--- config.mk ---
export PLATFORM = sky130hd
export DESIGN_NAME = muldiv_ctrl
export DESIGN_NICKNAME = d
export VERILOG_FILES = /design/src/rtl/muldiv_ctrl.sv
export SDC_FILE = /design/constraint.sdc
export NUM_CORES = 1
export LEC_CHECK = 0
export BUFFER_PORTS_ARGS = -buffer_cell sky130_fd_sc_hd__buf_2
export CORE_AREA = 4 4 154 156
export CTS_CLUSTER_SIZE = 20
export DETAILED_ROUTE_END_ITERATION = 16
export DIE_AREA = 0 0 158 160
export GPL_ROUTABILITY_DRIVEN = 0
export PLACE_DENSITY = 0.64
export SYNTH_ARGS = -nofsm -noshare
export SYNTH_HDL_FRONTEND = slang
export SYNTH_SLANG_ARGS = --single-unit
export TNS_END_PERCENT = 50
--- constraint.sdc ---
create_clock -name clk -period 3.9 [get_ports clk]
set_input_delay 0.585 -clock clk [delete_from_list [all_inputs] [get_ports clk]]
set_output_delay 0.585 -clock clk [all_outputs]
set_load 0.005 [all_outputs]
--- src/rtl/muldiv_ctrl.sv ---
`default_nettype none
// ============================================================================
// Module   : muldiv_ctrl
// Purpose  : Sequencer for the shared HI/LO arithmetic resources of the
//            execute stage. Accepts one MULT/MULTU/DIV/DIVU at a time,
//            registers its operands, drives either the iterative divider
//            (start/ready handshake) or the fixed-latency multiplier, stalls
//            the pipeline until the 64-bit {hi,lo} result is captured, then
//            holds that result until the execute stage advances.
// Ports    : clk, resetn               - clock, synchronous active-low reset
//            op_valid_i, op_i          - mult/div request and opcode
//            srca_i, srcb_i            - rs / rt operands
//            flush_i, ex_stall_i       - kill / external hold of execute
//            stall_o                   - stall request to the hazard unit
//            result_o, result_valid_o  - {hi,lo} result and its valid flag
//            div_*                     - divider control, operands, result
//            mul_*                     - multiplier control, operands, result
// Revision : 1.0 - initial release
// ============================================================================
module muldiv_ctrl #(
  parameter int MUL_LAT = 3
) (
  input  logic        clk,
  input  logic        resetn,
  input  logic        op_valid_i,
  input  logic [1:0]  op_i,
  input  logic [31:0] srca_i,
  input  logic [31:0] srcb_i,
  input  logic        flush_i,
  input  logic        ex_stall_i,
  output logic        stall_o,
  output logic [63:0] result_o,
  output logic        result_valid_o,
  output logic        div_start_o,
  output logic        div_signed_o,
  output logic [31:0] div_opa_o,
  output logic [31:0] div_opb_o,
  output logic        div_annul_o,
  input  logic [63:0] div_result_i,
  input  logic        div_ready_i,
  output logic        mul_signed_o,
  output logic [31:0] mul_opa_o,
  output logic [31:0] mul_opb_o,
  input  logic [63:0] mul_result_i
);

  typedef enum logic [1:0] {
    IDLE     = 2'd0,
    DIV_BUSY = 2'd1,
    MUL_BUSY = 2'd2,
    DONE     = 2'd3
  } state_t;

  // Counter reloads with MUL_LAT-1 so that the capture cycle is the one on
  // which it reads zero; 4 bits covers the full 1..15 latency range.
  localparam logic [3:0]  CNT_INIT = 4'(MUL_LAT - 1);
  localparam logic [31:0] DIV0_LO  = 32'hFFFF_FFFF;

  state_t      state_q, state_d;
  logic [3:0]  cnt_q, cnt_d;
  logic [63:0] result_q, result_d;
  logic [31:0] div_opa_q, div_opa_d;
  logic [31:0] div_opb_q, div_opb_d;
  logic        div_signed_q, div_signed_d;
  logic [31:0] mul_opa_q, mul_opa_d;
  logic [31:0] mul_opb_q, mul_opb_d;
  logic        mul_signed_q, mul_signed_d;
  logic        accept;

  assign accept = op_valid_i & ~flush_i;

  always_comb begin
    state_d        = state_q;
    cnt_d          = cnt_q;
    result_d       = result_q;
    div_opa_d      = div_opa_q;
    div_opb_d      = div_opb_q;
    div_signed_d   = div_signed_q;
    mul_opa_d      = mul_opa_q;
    mul_opb_d      = mul_opb_q;
    mul_signed_d   = mul_signed_q;
    stall_o        = 1'b0;
    result_valid_o = 1'b0;
    div_start_o    = 1'b0;
    div_annul_o    = 1'b0;

    case (state_q)
      IDLE: begin
        if (accept) begin
          stall_o = 1'b1;
          if (op_i[1]) begin
            div_opa_d    = srca_i;
            div_opb_d    = srcb_i;
            div_signed_d = ~op_i[0];
            // Divide by zero never reaches the divider: the fixed
            // {dividend, all-ones} pattern is produced here directly.
            if (srcb_i == 32'd0) begin
              result_d = {srca_i, DIV0_LO};
              state_d  = DONE;
            end else begin
              state_d  = DIV_BUSY;
            end
          end else begin
            mul_opa_d    = srca_i;
            mul_opb_d    = srcb_i;
            mul_signed_d = ~op_i[0];
            cnt_d        = CNT_INIT;
            state_d      = MUL_BUSY;
          end
        end
      end

      DIV_BUSY: begin
        stall_o = 1'b1;
        // Flush wins over a coincident ready; the divider is told to abort
        // and start is dropped in the same cycle.
        if (flush_i) begin
          div_annul_o = 1'b1;
          state_d     = IDLE;
        end else begin
          div_start_o = 1'b1;
          if (div_ready_i) begin
            result_d = div_result_i;
            state_d  = DONE;
          end
        end
      end

      MUL_BUSY: begin
        stall_o = 1'b1;
        if (flush_i) begin
          state_d = IDLE;
        end else if (cnt_q == 4'd0) begin
          result_d = mul_result_i;
          state_d  = DONE;
        end else begin
          cnt_d = cnt_q - 4'd1;
        end
      end

      DONE: begin
        // op_valid_i here still belongs to the finished instruction, so
        // leaving DONE always passes through IDLE before any new accept.
        result_valid_o = 1'b1;
        if (flush_i || !ex_stall_i) begin
          state_d = IDLE;
        end
      end

      default: begin
        state_d = IDLE;
      end
    endcase
  end

  always_ff @(posedge clk) begin
    if (!resetn) begin
      state_q      <= IDLE;
      cnt_q        <= 4'd0;
      result_q     <= 64'd0;
      div_opa_q    <= 32'd0;
      div_opb_q    <= 32'd0;
      div_signed_q <= 1'b0;
      mul_opa_q    <= 32'd0;
      mul_opb_q    <= 32'd0;
      mul_signed_q <= 1'b0;
    end else begin
      state_q      <= state_d;
      cnt_q        <= cnt_d;
      result_q     <= result_d;
      div_opa_q    <= div_opa_d;
      div_opb_q    <= div_opb_d;
      div_signed_q <= div_signed_d;
      mul_opa_q    <= mul_opa_d;
      mul_opb_q    <= mul_opb_d;
      mul_signed_q <= mul_signed_d;
    end
  end

  assign result_o     = result_q;
  assign div_opa_o    = div_opa_q;
  assign div_opb_o    = div_opb_q;
  assign div_signed_o = div_signed_q;
  assign mul_opa_o    = mul_opa_q;
  assign mul_opb_o    = mul_opb_q;
  assign mul_signed_o = mul_signed_q;

endmodule
`default_nettype wire
# Yosys cells after proc, flatten, opt, wreduce, memory -nomap -nowiden
# Cells that the tools add are included.
word_totals:
  inputBits: 200
  output_inout_bits: 198
  elab_cells: 71
  register_bits: 200
op_classes:
  reduce_logical: 13
  n_eq_ne: 15
  bitwise_logic: 4
  n_mux: 29
  n_addsub: 1
ops:
  columns: ["op", "count"]
  rows:
  - ["64-bit two-way mux", 7]
  - ["64-bit case mux with 3 select lines", 1]
  - ["32-bit zero test", 1]
  - ["2-bit != test (second input constant)", 10]
  - ["2-bit two-way mux", 8]
  - ["4-bit two-way mux", 4]
  - ["2-bit case mux with 4 select lines", 1]
  - ["4-bit case mux with 2 select lines", 1]
  - ["8-bit AND reduction", 1]
  - ["1-bit two-way mux", 6]
  - ["3-bit != test (second input constant)", 2]
  - ["3-bit AND reduction", 2]
  - ["5-bit AND reduction", 1]
  - ["2-bit == test (second input constant)", 2]
  - ["4-bit zero test", 1]
  - ["4-bit AND reduction", 1]
  - ["4-bit by 1-bit subtractor with 4-bit output (second input constant)", 1]
  - ["1-bit inverter", 3]
  - ["3-bit nonzero test", 1]
  - ["2-bit by 1-bit == test with 1-bit output (second input constant)", 1]
  - ["2-bit zero test", 1]
  - ["1-bit case mux with 2 select lines", 1]
  - ["2-bit nonzero test", 1]
  - ["2-bit OR reduction", 1]
  - ["3 further kinds", 3]

# Longest topological paths before layout
logic_depth:
  ltp_word: 5
  mapped_depth: 10
  ltp_nobuf: 7

# Worst setup path before layout
# No wires, ideal clock.
synth_path:
  path_kind: "flip-flop to output port"
  startpoint: "register state_q[0]"
  endpoint: "output port stall_o"
  t_arrival_ns: 1.814
  path_slack_ns: 1.501
  n_path_buf: 3
  path_stages_with_launch: 8
  required_time_ns: 3.315
  cell_sequence: "dfxtp_1 > inv_1 > ha_1 > clkbuf_1 > clkbuf_1 > buf_1 > nor2_1 > nor2_1"
synth_via:
  elab_chain_cells: 3
synth_rtl:
  columns: ["element", "line_no", "text"]
  rows:
  - ["start, declared", "59", "state_t state_q, state_d;"]
  - ["start signal, assigned", "168", "state_q <= state_d;"]
  - ["2-bit == test or 2-bit by 1-bit == test with 1-bit output (tied branches)", "87", "case (state_q)"]
  - ["2-bit OR reduction (no line)", null, null]
  - ["1-bit case mux with 2 select lines (*)", "87", null]
  - ["end, declared", "31", "output logic stall_o,"]
# Mark *: on every way between the ends. The rest lies on a longest branch, timed or not.

# Final worst setup path
layout_path:
  startpoint: "register state_q[1]"
  endpoint: "register result_q[22], in the netlist result_o[22]"
layout_via:
  elab_chain_cells: 3
layout_rtl:
  columns: ["element", "line_no", "text"]
  rows:
  - ["2-bit == test (tied with other cells)", "87", null]
  - ["2-bit != test (no line) or 3-bit nonzero test (tied branches)", null, null]
  - ["8-bit AND reduction (no line)", null, null]
  - ["end signal, assigned", "170", "result_q <= result_d;"]
  - ["end, declared", "61", "logic [63:0] result_q, result_d;"]
# Several ways; a longest one is shown, not always the timed one.
# A chain may end at the register's enable or synchronous reset.

==> impl_metrics.yaml <==
global_routing:
  antenna_found_initial: 2
  grt_pass1_vias: 8095
  grtUsageTotal_pct: 22.0
  grt_overflow: 0
  grt_pass1_wl_mm: 44.7
  grt_max_degree: 87
route:
  wl_per_cell_um: 17.4
  first_pass_iters: 5
  wirelength_mm: 29.2
  drt_iter0_markers: 473
  dr_total_vias: 8698
  drtAntennaViolNets: 0
  vias_per_cell: 5.19
  drc: 0
synthesis:
  synth_fp_nets: 1251
  ys_seq_area_share_pct: 48.0
  yosys.area.top_type: "dfxtp_1"
  ys_ff_latch: 200
  yosysUniqueCellTypes: 36
  synth_area_leaders: "dfxtp_1 48%, nand2_1 13%, a21oi_1 11%, a22oi_1 5.8%, nand4_1 3.6%"
  syn_area_sq_um: 8340
  synthCells: 1045
  syn_avg_cell_area_sq_um: 7.98
  yosys_warnings: 0
  synth_top_area_share_pct: 48.0
clock_network:
  cts_tree: "done"
  clock_path_buffers: 2
  cts_buffers: 17
  cts.sinks: 200
  post_cts_resized: 0
  ctsHtreeMaxLevel: 4
  cts_root_buf: "clkbuf_16"
  clkSlewWorstSetupHoldPaths_ns: 0.07
  cts_setup_buffers: 0
  hold_buffers: 0
  clock_latency_ns: 0.43
place:
  place_ws_ns: 1.21
  placed_area_sq_um: 10400
  port-buffer-count: 397
  hpwl_mm: 20.9
layout:
  fin_area_sq_um: 11000
  syn_to_final_growth_pct: 31.4
  drive_gt1_share_pct: 34.1
  nets: 1584
  n_fill_cell: 2251
min_path:
  min_path_type: "input pin to register"
  whs_path_depth: 2
power_and_ir_drop:
  p_leak_uw: 0.00486
  power.switching_uw: 2780
  comb_power_share_pct: 39.5
  p_int_uw: 4140
  p_sw_share_pct: 40.2
  power.density_nw_per_um2: 632
  clkPwrFrac_pct: 24.4
  power.total_uw: 6930
  peakVddDrop_mv: 0.618
  seq_power_share_pct: 36.1
worst_setup_path:
  crit_chain: "inv_1 -> ha_2 -> and2_1 -> a211oi_1 -> o211a_2 -> buf_4 -> a21oi_1 -> a311oi_2"
  cp_slowest_cell: "buf_4"
  critPathLaunchType: "register"
  crit_type: "register to register"
  worstPathBufferInverterCount: 2
  rr_worst_depth: 8
  critPathArrivalTime_ns: 3.02
  critPathMaxStageDelay_ns: 0.52
  cp.required_ns: 4.24
  cp-end-kind: "register"
  crit_fanout: 64
  path_delay_family: "compound AO/OA/AOI/OAI gates"
  critical_path_depth: 8
run:
  maxCapViolCount: 0
sta:
  finalHoldViolCount: 0
  relSlewSlack_pct: 30.6
  finalSetupTns_ns: 0
  whs_ns: 0.371
  max_freq_mhz: 373
  setup_violations: 0
  post-route-period-util_pct: 68.7
  final_max_slew_viol_count: 0
  rsz0062_at_grt: "no"
  fin_crit_ns: 2.68
  fin_ws_ns: 1.22
  skew_ns: 0.0121
  tightestPinTransition_ns: 1.04
run_status:
  status: "complete, no violations"
die:
  fp.coreArea_sq_um: 22400
  ios: 398
  dieHeight_um: 160
  start_util_pct: 37.3
  row_count: 55
  die_w_um: 158
  die-area_sq_um: 25300
-- power by group through the flow --
stage	combinational, uW	sequential [uW]	clock [uW]
2_1_floorplan	1800	2560	0
3_5_place_dp	2750	2540	0
3_3_place_gp	2730	2540	0
4_1_cts	2760	2500	1740
6_report	2740	2500	1690
5_1_grt	3040	2540	1830
-- metal layers --
metal | track usage [%] | up-vias | part of all wire (%)
met2 | 36.5 | 346 | 49
li1 | - | 4304 | -
met3 | 4.50 | 42 | 6.9
met4 | 6.59 | 0 | 2.3
met1 | 29.0 | 4006 | 42
met5 | 0 | - | 0
-- flip-flops by register name, indices dropped and copies added (netlist names) --
register	flops
cnt_q	4
div_opa_o	32
div_opb_o	32
div_signed_o	1
mul_opa_o	32
mul_opb_o	32
mul_signed_o	1
result_o	64
state_q	2
-- kinds of logic (layout without fill, tap and decap cells) --
| family | count (synthesis) | after routing | share of synthesized area [%] |
|---|---|---|---|
| and+or+nand+nor | 405 | 405 | 20.3 |
| DFF | 200 | 200 | 48.0 |
| AOI/OAI and AO/OA | 322 | 322 | 24.6 |
| other | 0 | 2 | 0 |
| adders and majority gates | 6 | 6 | 0.900 |
| buffers and inverters | 109 | 453 | 5.82 |
| xor gates and xnor gates | 3 | 3 | 0.315 |
-- through the flow --
stage               utilization (%)  cells
global placement               46.5   1644
detailed placement             46.5   1644
CTS                            49.0   1674
finish                         49.0   1676
floorplan                         -   1045
global route                   49.0   1676
-- cells in the mapped netlist (all sizes together) --
cell / number
o211a: 15
o2bb2ai: 1
or2: 1
a311oi: 19
nand2: 295
and3: 1
a211oi: 3
ha: 6
nor2: 42
dfxtp: 200
a21oi: 183
buf: 37
nand2b: 1
nor3: 1
nor2b: 2
inv: 7
xnor2: 1
nor4bb: 1
xor2: 2
a22oi: 64
o21ai: 34
o221a: 1
or3b: 1
and2: 4
clkbuf: 64
clkinv: 1
nor4: 8
a2111oi: 2
nand4: 48
-- final cells by class --
type | count | area, sq um | share of cell area, %
Sequential cell | 200 | 4000 | 36.5
Multi-Input combinational cell | 736 | 3890 | 35.5
Timing Repair Buffer | 415 | 2120 | 19.4
Clock buffer | 18 | 439 | 4.01
Tap cell | 285 | 357 | 3.25
Clock inverter | 12 | 114 | 1.04
Inverter | 8 | 32.5 | 0.297
Antenna cell | 2 | 5.00 | 0.0457
-- worst reg2reg max path, stage by stage, from the launching register on --
cell and delay [ns]:
dfxtp_1 0.39, inv_1 0.11, ha_2 0.44, and2_1 0.27
a211oi_1 0.18, o211a_2 0.22, buf_4 0.52, a21oi_1 0.20
a311oi_2 0.27
-- path summary, 6_finish.rpt --
| path | from | to | slack [ns] |
|---|---|---|---|
| max reg2reg | state_q[1] | result_o[22] | 1.22 |
| min reg2reg | mul_opa_o[8] | mul_opa_o[8] | 0.45 |
| min | op_i[0] | div_signed_o | 0.37 |
| max | state_q[1] | result_o[22] | 1.22 |
-- layout by cell type (no fill, tap or decap), types with 7 or more instances in the layout --
cell type	instances
a21oi_1	182
dfxtp_1	200
inv_1	7
nand4_1	48
clkbuf_16	17
nor4_1	8
nor2_1	42
o211a_1	14
buf_4	18
o21ai_0	33
buf_2	397
a311oi_2	14
nand2_1	293
a22oi_1	64
Power figures use the tool's default switching activity.
